$ cat src/rtl/lc5k_pkg.sv
// Shared types and helpers for the lc5k clock-enable divider bank.
package lc5k_pkg;

    typedef enum logic [1:0] {
        WAIT_LOCK = 2'd0,
        SETTLE    = 2'd1,
        RUN       = 2'd2
    } lc5k_state_e;

    localparam int unsigned LC5K_MAX_NCH = 8;

    // Divisors of 0 and 1 both mean "pulse every cycle".
    function automatic logic [31:0] eff_div(input logic [31:0] div);
        return (div < 32'd2) ? 32'd1 : div;
    endfunction

endpackage

$ cat src/rtl/lc5k_clkdiv_chan.sv
// One divider channel: free-running counter, divisor latch, registered CE pulse and toggle output.
module lc5k_clkdiv_chan
    import lc5k_pkg::*;
#(
    parameter int DIV_W = 8
) (
    input  logic             clk,
    input  logic             srst,
    input  logic [DIV_W-1:0] div,
    input  logic             run,
    input  logic             start,
    input  logic             sync,
    output logic             ce,
    output logic             tgl
);

    logic [DIV_W-1:0] cnt_reg;
    logic [DIV_W-1:0] div_lat_reg;
    logic             ce_reg;
    logic             tgl_reg;
    logic [31:0]      eff_w;
    logic             term;

    assign eff_w = eff_div(32'(div_lat_reg));
    assign term  = (32'(cnt_reg) == (eff_w - 32'd1));

    // The divisor is only resampled at a terminal count or a (re)start, so a
    // mid-period DIV change never shortens or stretches the running period.
    always_ff @(posedge clk) begin
        if (srst) begin
            cnt_reg     <= '0;
            div_lat_reg <= '0;
            ce_reg      <= 1'b0;
            tgl_reg     <= 1'b0;
        end else if (!run) begin
            cnt_reg <= '0;
            ce_reg  <= 1'b0;
        end else if (sync) begin
            cnt_reg     <= '0;
            div_lat_reg <= div;
            ce_reg      <= 1'b0;
            tgl_reg     <= 1'b0;
        end else if (start) begin
            cnt_reg     <= '0;
            div_lat_reg <= div;
            ce_reg      <= 1'b0;
        end else if (term) begin
            cnt_reg     <= '0;
            div_lat_reg <= div;
            ce_reg      <= 1'b1;
            tgl_reg     <= ~tgl_reg;
        end else begin
            cnt_reg <= cnt_reg + DIV_W'(1);
            ce_reg  <= 1'b0;
        end
    end

    assign ce  = ce_reg;
    assign tgl = tgl_reg;

endmodule

$ cat src/rtl/lc5k_clkdiv_bank.sv
// Multi-channel clock-enable divider gated by PLL lock settling.
// Optional macro LC5K_CLKDIV_SYNC_EN adds the SYNC phase-realignment input.
module lc5k_clkdiv_bank
    import lc5k_pkg::*;
#(
    parameter int NCH      = 4,
    parameter int DIV_W    = 8,
    parameter int LOCK_CNT = 16,
    parameter int LOCK_W   = $clog2(LOCK_CNT + 1)
) (
    input  logic                 CLK,
    input  logic                 R,
    input  logic                 PLL_LOCK,
    input  logic [NCH*DIV_W-1:0] DIV,
    input  logic [NCH-1:0]       CH_EN,
    input  logic                 LOST_CLR,
`ifdef LC5K_CLKDIV_SYNC_EN
    input  logic                 SYNC,
`endif
    output logic [NCH-1:0]       CE,
    output logic [NCH-1:0]       TGL,
    output logic                 READY,
    output logic                 LOCK_LOST
);

    lc5k_state_e       state_reg, state_next;
    logic [LOCK_W-1:0] settle_cnt_reg, settle_cnt_next;
    logic              lock_lost_reg;
    logic [NCH-1:0]    en_prev_reg;
    logic              enter_run;
    logic              sync_req;
    logic [NCH-1:0]    chan_run;
    logic [NCH-1:0]    chan_start;
    logic [NCH-1:0]    chan_sync;

    always_ff @(posedge CLK) begin
        if (R) begin
            state_reg      <= WAIT_LOCK;
            settle_cnt_reg <= '0;
            lock_lost_reg  <= 1'b0;
            en_prev_reg    <= '0;
        end else begin
            state_reg      <= state_next;
            settle_cnt_reg <= settle_cnt_next;
            en_prev_reg    <= CH_EN;
            // Loss of lock while running beats a simultaneous clear request.
            if (state_reg == RUN && !PLL_LOCK)
                lock_lost_reg <= 1'b1;
            else if (LOST_CLR)
                lock_lost_reg <= 1'b0;
        end
    end

    always_comb begin
        state_next      = state_reg;
        settle_cnt_next = settle_cnt_reg;
        case (state_reg)
            WAIT_LOCK: begin
                if (PLL_LOCK) begin
                    settle_cnt_next = LOCK_W'(1);
                    state_next      = (LOCK_CNT == 1) ? RUN : SETTLE;
                end
            end
            SETTLE: begin
                if (!PLL_LOCK) begin
                    settle_cnt_next = '0;
                    state_next      = WAIT_LOCK;
                end else begin
                    settle_cnt_next = settle_cnt_reg + LOCK_W'(1);
                    if (settle_cnt_next == LOCK_W'(LOCK_CNT))
                        state_next = RUN;
                end
            end
            RUN: begin
                if (!PLL_LOCK) begin
                    settle_cnt_next = '0;
                    state_next      = WAIT_LOCK;
                end
            end
            default: begin
                settle_cnt_next = '0;
                state_next      = WAIT_LOCK;
            end
        endcase
    end

    assign enter_run = (state_next == RUN) && (state_reg != RUN);

`ifdef LC5K_CLKDIV_SYNC_EN
    assign sync_req = SYNC && (state_reg == RUN);
`else
    assign sync_req = 1'b0;
`endif

    genvar gi;
    generate
        for (gi = 0; gi < NCH; gi++) begin : g_chan
            // A channel starts fresh on RUN entry or on its own enable rising edge.
            assign chan_run[gi]   = CH_EN[gi] && (state_next == RUN);
            assign chan_start[gi] = enter_run || !en_prev_reg[gi];
            assign chan_sync[gi]  = sync_req;

            lc5k_clkdiv_chan #(
                .DIV_W (DIV_W)
            ) u_chan (
                .clk   (CLK),
                .srst  (R),
                .div   (DIV[gi*DIV_W +: DIV_W]),
                .run   (chan_run[gi]),
                .start (chan_start[gi]),
                .sync  (chan_sync[gi]),
                .ce    (CE[gi]),
                .tgl   (TGL[gi])
            );
        end
    endgenerate

    assign READY     = (state_reg == RUN);
    assign LOCK_LOST = lock_lost_reg;

endmodule

$ cat config.mk
export PLATFORM = sky130hd
export DESIGN_NAME = lc5k_clkdiv_bank
export DESIGN_NICKNAME = d
export VERILOG_FILES = /design/src/rtl/lc5k_pkg.sv /design/src/rtl/lc5k_clkdiv_chan.sv /design/src/rtl/lc5k_clkdiv_bank.sv
export SDC_FILE = /design/constraint.sdc
export NUM_CORES = 1
export LEC_CHECK = 0
export ABC_AREA = 1
export ABC_CLOCK_PERIOD_IN_PS = 6400
export BUFFER_PORTS_ARGS = -buffer_cell sky130_fd_sc_hd__clkbuf_2
export CAP_MARGIN = 10
export CORE_ASPECT_RATIO = 2
export CORE_UTILIZATION = 35
export DETAILED_ROUTE_END_ITERATION = 6
export SETUP_SLACK_MARGIN = 0.15
export SLEW_MARGIN = 10
export SYNTH_ARGS = -nofsm -noshare
export SYNTH_HDL_FRONTEND = slang
export SYNTH_SLANG_ARGS = --single-unit
$ cat constraint.sdc
create_clock -name CLK -period 6.4 [get_ports CLK]
set_input_delay 1.6 -clock CLK [delete_from_list [all_inputs] [get_ports CLK]]
set_output_delay 1.6 -clock CLK [all_outputs]
set_load 0.02 [all_outputs]
=== Yosys cells after proc, flatten, opt, wreduce, memory -nomap -nowiden ===
Index checks and enable logic that the tools add are counted.

* Bitwise gates (word level): 12
* Muxes and demuxes: 27
* Equal/unequal tests: 11
* $lt $le $gt $ge: 4
* Add/sub/neg operators: 9
* Reductions and logical operators: 38

{| class="wikitable"
|+ Operators by type and width
! kind !! count
|-
| $eq A8 B32 Y1 || 4
|-
| $sub A32 B1 Y32 const B || 4
|-
| $mux W8 || 12
|-
| $add A8 B1 Y8 const B || 4
|-
| $lt A8 B2 Y1 const B || 4
|-
| $reduce_or A4 Y1 || 4
|-
| $mux W5 || 3
|-
| $pmux W5 S3 || 1
|-
| $not A1 Y1 || 12
|-
| $reduce_and A3 Y1 || 4
|-
| $reduce_or A3 Y1 || 4
|-
| $reduce_and A2 Y1 || 5
|-
| $reduce_bool A2 Y1 || 5
|-
| $mux W2 || 4
|-
| $logic_and A1 B1 Y1 || 6
|-
| $mux W1 || 6
|-
| $ne A2 B2 Y1 const B || 3
|-
| $pmux W2 S3 || 1
|-
| $add A5 B1 Y5 const B || 1
|-
| $eq A5 B5 Y1 const B || 1
|-
| $logic_not A1 Y1 || 5
|-
| $eq A2 B2 Y1 const B || 2
|-
| $logic_or A1 B1 Y1 || 4
|-
| $eq A2 B1 Y1 const B || 1
|-
| $logic_not A2 Y1 || 1
|}

* Output and inout port bits: 10
* Flip-flop bits (word level): 84

=== Depth between registers and ports, before layout ===
* Word-level depth: 10
* Mapped depth: 22

=== Cells and area by module ===
From an unflattened synthesis, not the netlist that was laid out.

* Cells, all modules: 778
* Area total of the unflattened synthesis: 5,084.9 um^2

{| class="wikitable"
|+ Modules (own cells, without submodules)
! module !! times used !! area an instance (um^2) !! cells each
|-
| lc5k_clkdiv_chan at g_chan[0].u_chan ... || 3 || 1,129.8 || 176
|-
| lc5k_clkdiv_chan at g_chan[3].u_chan || 1 || 1,111.1 || 172
|-
| lc5k_clkdiv_bank || 1 || 584.3 || 78
|}

=== Worst setup path after synthesis ===
OpenSTA, ideal clock, no wires.

* Path type: input port to flip-flop
* Start point: input PLL_LOCK
* End point: register g_chan[3].u_chan.div_lat_reg[6]
* Setup slack: 3.526 ns
* Stages on the path: 10
* Data arrival time: 2.759 ns
* Required time: 6.285 ns
* Setup time: 0.115 ns
* Path through: nand2_1 nor2_1 inv_1 nor2_4 nor2_8 nor2_8 buf_4 nand3_1 nand2_1 nor2_1

* Word-level cells in the longest chain between the ends: 7
* Elaborated cells between the ends (all ways): 11
* Classes of those cells: eq/ne (1); mux (5); reduce/logical (5)

{| class="wikitable"
|+ RTL lines
! what !! line !! RTL
|-
| start: declaration || lc5k_clkdiv_bank.sv:13 || <nowiki>input logic PLL_LOCK,</nowiki>
|-
| $mux W2, on equally long branches || lc5k_clkdiv_bank.sv:75, lc5k_clkdiv_bank.sv:59, lc5k_clkdiv_bank.sv:65 ||
|-
| $pmux W2 S3 * || lc5k_clkdiv_bank.sv:57 || <nowiki>case (state_reg)</nowiki>
|-
| $eq A2 B2 Y1 * || lc5k_clkdiv_bank.sv:87, lc5k_clkdiv_bank.sv:99 ||
|-
| $logic_and A1 B1 Y1 || lc5k_clkdiv_bank.sv:87 || <nowiki>assign enter_run = (state_next == RUN) && (state_reg != RUN);</nowiki>
|-
| $logic_or A1 B1 Y1 || lc5k_clkdiv_bank.sv:100 || <nowiki>assign chan_start[gi] = enter_run || !en_prev_reg[gi];</nowiki>
|-
| $reduce_bool A2 Y1 (no line) || - ||
|-
| $reduce_and A2 Y1 (no line) || - ||
|-
| end signal: assignment || lc5k_clkdiv_chan.sv:40 || <nowiki>div_lat_reg <= div;</nowiki>
|-
| end signal: assignment || lc5k_clkdiv_chan.sv:45 || <nowiki>div_lat_reg <= div;</nowiki>
|-
| end signal: assignment || lc5k_clkdiv_chan.sv:49 || <nowiki>div_lat_reg <= div;</nowiki>
|-
| end: declaration || lc5k_clkdiv_chan.sv:18 || <nowiki>logic [DIV_W-1:0] div_lat_reg;</nowiki>
|}

Mark *: on every way between the ends. The rest lies on a longest branch, timed or not.
A chain may end at the register's enable or synchronous reset.

=== Worst setup path after layout ===
* Start point: input PLL_LOCK
* End point: register g_chan[3].u_chan.div_lat_reg[0]

Same word-level chain as after synthesis.

==> flow_summary.ini <==
[power]
leakage_nw = 2.76
finalPower_mw = 1.08
cellPowerDensity_nw_per_um2 = 190
peakVddDrop_mv = 0.139

[global_route]
grt_pass1_wl_mm = 19.3
grt_overflow = 0
grt_start_max_net_pins = 30
grt.total_usage_pct = 16.5
antenna_found_initial = 0
grt_pass1_vias = 4400

[timing]
final_max_slew_viol_count = 0
rsz0062_at_grt = false
clock_skew_ns = 0.0108
setup_viol_count_final = 0
fmax_mhz = 326
setup_tns_ns = 0
tightest_slew_ns = 0.962
maxSlewHeadroom_pct = 35.8
min_period_ns = 3.07
final-hold-violation-count = 0
fin_crit_sh_pct = 47.9

[detailed_routing]
dr.first_iter.drc_count = 163
ant_nets = 0
firstDrtPassIters = 4
postRouteWirelength_mm = 11.5
met2RoutedLength_mm = 6.30
vias = 4657
post_drt_wl_per_cell_um = 11.3
drc_errors = 0
wl_met3_um = 312
drt-met1-wl_mm = 4.39
vias_per_cell = 4.59
maxUsedRoutingLayer = met4

[clock_tree]
post_cts_buffers = 0
root_buffer = clkbuf_16
cts_resized = 0
clk_transition_reported_paths_ns = 0.06
cts_hold_buf = 0
tritoncts.num_buffers = 9
htreeDepth = 3
insertion_delay_ns = 0.34
clock_sinks = 84
cts_buffer_depth = 2
cts_tree = done

[final_layout]
fin_nets = 874
n_antenna_cell = 0
drive_gt1_share_pct = 10.7
area_growth_pct = 12.6

[logic_synthesis]
ys_warn_count = 0
ys_seq_elements = 84
avgSynthCellArea_um2 = 6.44
synth_top_area_cell = dfxtp_1
ys_top_cells_by_area = dfxtp_1, nand2_1, nor2_1
synth_nets = 835
synth_area_um2 = 5040
ys_types = 34
synth_top_area_share_pct = 33.4
syn_inst = 782
ys_seq_area_share_pct = 33.4

[floorplanning]
row_count = 61
die_h_um = 172
die_w_um = 86.8
initial_core_util_pct = 36.1
fp.coreArea_um2 = 14000
io_pins = 50
dieArea_um2 = 14900

[worst_setup_path]
rr_startpoint = g_chan[3].u_chan.div_lat_reg[4]
r2r_cells = 17
critPathLaunchType = input pin
crit_type = input pin to flop
endpoint_kind = flop
worst-r2r-setup-slack_ns = 3.63
crit_fanout = 16
crit_path_end = g_chan[3].u_chan.div_lat_reg[0]
worstReg2RegEnd = g_chan[3].u_chan.div_lat_reg[0]
worst_ep_arrival_time_ns = 3.30
crit_required_ns = 6.64
cp-startpoint = PLL_LOCK

[placed_design]
port_buffers = 49
routabilityCongestion = 0.839
dp_hpwl_mm = 9.12

[hold_path]
hp-class = flop to flop

[flow_run]
maxCapViolCount = 0

[outcome]
outcome = finished, final reports clean
## synthesized netlist by cell type
cell / count
nand2_1: 180
nor2_1: 133
inv_1: 130
dfxtp_1: 84
nand3_1: 79
a21oi_1: 50
xor2_1: 15
buf_4: 14
ha_1: 13
nand4_1: 11
xnor2_1: 11
nor3_1: 10
o21ai_0: 8
clkbuf_1: 5
nor2_8: 5
or2_2: 5
nand3b_1: 4
nand2_2: 3
nand4_2: 3
nand3_2: 2
nor2_4: 2
nor4_1: 2
o21ai_1: 2
a2111oi_0: 1
a31oi_1: 1
buf_1: 1
buf_2: 1
buf_6: 1
clkinv_1: 1
nand4_4: 1
nor2_2: 1
nor3_2: 1
o21bai_1: 1
or3_1: 1
## stage by stage
stage / util [%] / hold slack [ns] / instance area (um^2) / cells / setup WS, ns
2_1_floorplan: - / 0.436 / 5040 / 782 / 3.53
3_3_place_gp: 38.5 / 0.458 / 5380 / 999 / 2.98
3_5_place_dp: 38.5 / 0.465 / 5380 / 999 / 2.91
4_1_cts: 40.6 / 0.474 / 5670 / 1014 / 3.27
5_1_grt: 40.6 / 0.508 / 5670 / 1014 / 3.10
6_report: 40.6 / 0.471 / 5670 / 1014 / 3.33
## worst min path at each step
stage	from	endpoint	slack [ns]	depth (start not counted)
6_report	LOCK_LOST	LOCK_LOST	0.47	2
5_1_grt	LOCK_LOST	LOCK_LOST	0.51	2
4_1_cts	LOCK_LOST	LOCK_LOST	0.47	2
3_5_place_dp	LOCK_LOST	LOCK_LOST	0.46	2
3_3_place_gp	LOCK_LOST	LOCK_LOST	0.46	2
2_1_floorplan	g_chan[0].u_chan.cnt_reg[0]	g_chan[0].u_chan.cnt_reg[0]	0.44	1
## layout by cell type, fill, tap and decap left out, drive strengths merged
cell      count
nand3b        4
nor4          2
o21ai        10
nand2       183
a31oi         1
ha           13
bufinv        1
nand4        15
or2           5
buf           1
xor2         15
nor3         11
xnor2        11
or3           1
a21oi        50
clkbuf       58
clkinv        3
a2111oi       1
inv         130
clkinvlp      3
nand3        81
o21bai        1
dfxtp        84
nor2        141
## cell families after synthesis
| family | synth area share [%] |
|---|---|
| simple gates | 39.8 |
| buf+inv | 12.6 |
| flops | 33.4 |
| compound gates | 6.41 |
| xor+xnor | 4.52 |
| fa+ha+maj | 3.23 |
## where the power goes
group	internal (mW)	leakage (nW)	switching (mW)	total (mW)
combinational	0.0155	1.95	0.0231	0.0387
sequential	0.525	0.678	0.00141	0.526
clock	0.300	0.134	0.214	0.514
total	0.840	2.76	0.239	1.08
## critical path, stage by stage
cell and delay (ns):
clkbuf_2 0.13, nand2_1 0.08, nor2_1 0.27, inv_1 0.14
nor2_4 0.25, nor2_2 0.11, nand2_1 0.40, nand3_1 0.18
nand2_1 0.10, nor2_1 0.04
## cell type report
cell class | count | area, um^2
fill | 1515 | 8290
timing repair buffer | 50 | 253
clock inverter | 6 | 66.3
inverter | 131 | 492
sequential | 84 | 1680
multi-input combinational | 545 | 2720
clock buffer | 9 | 225
tap | 189 | 236
## metal layers
metal,GRT usage [%],up-vias
met1,16.3,2062
met3,2.64,24
met5,0,-
li1,-,2503
met2,31.9,68
met4,8.84,0
(Power assumes the default switching activity.)
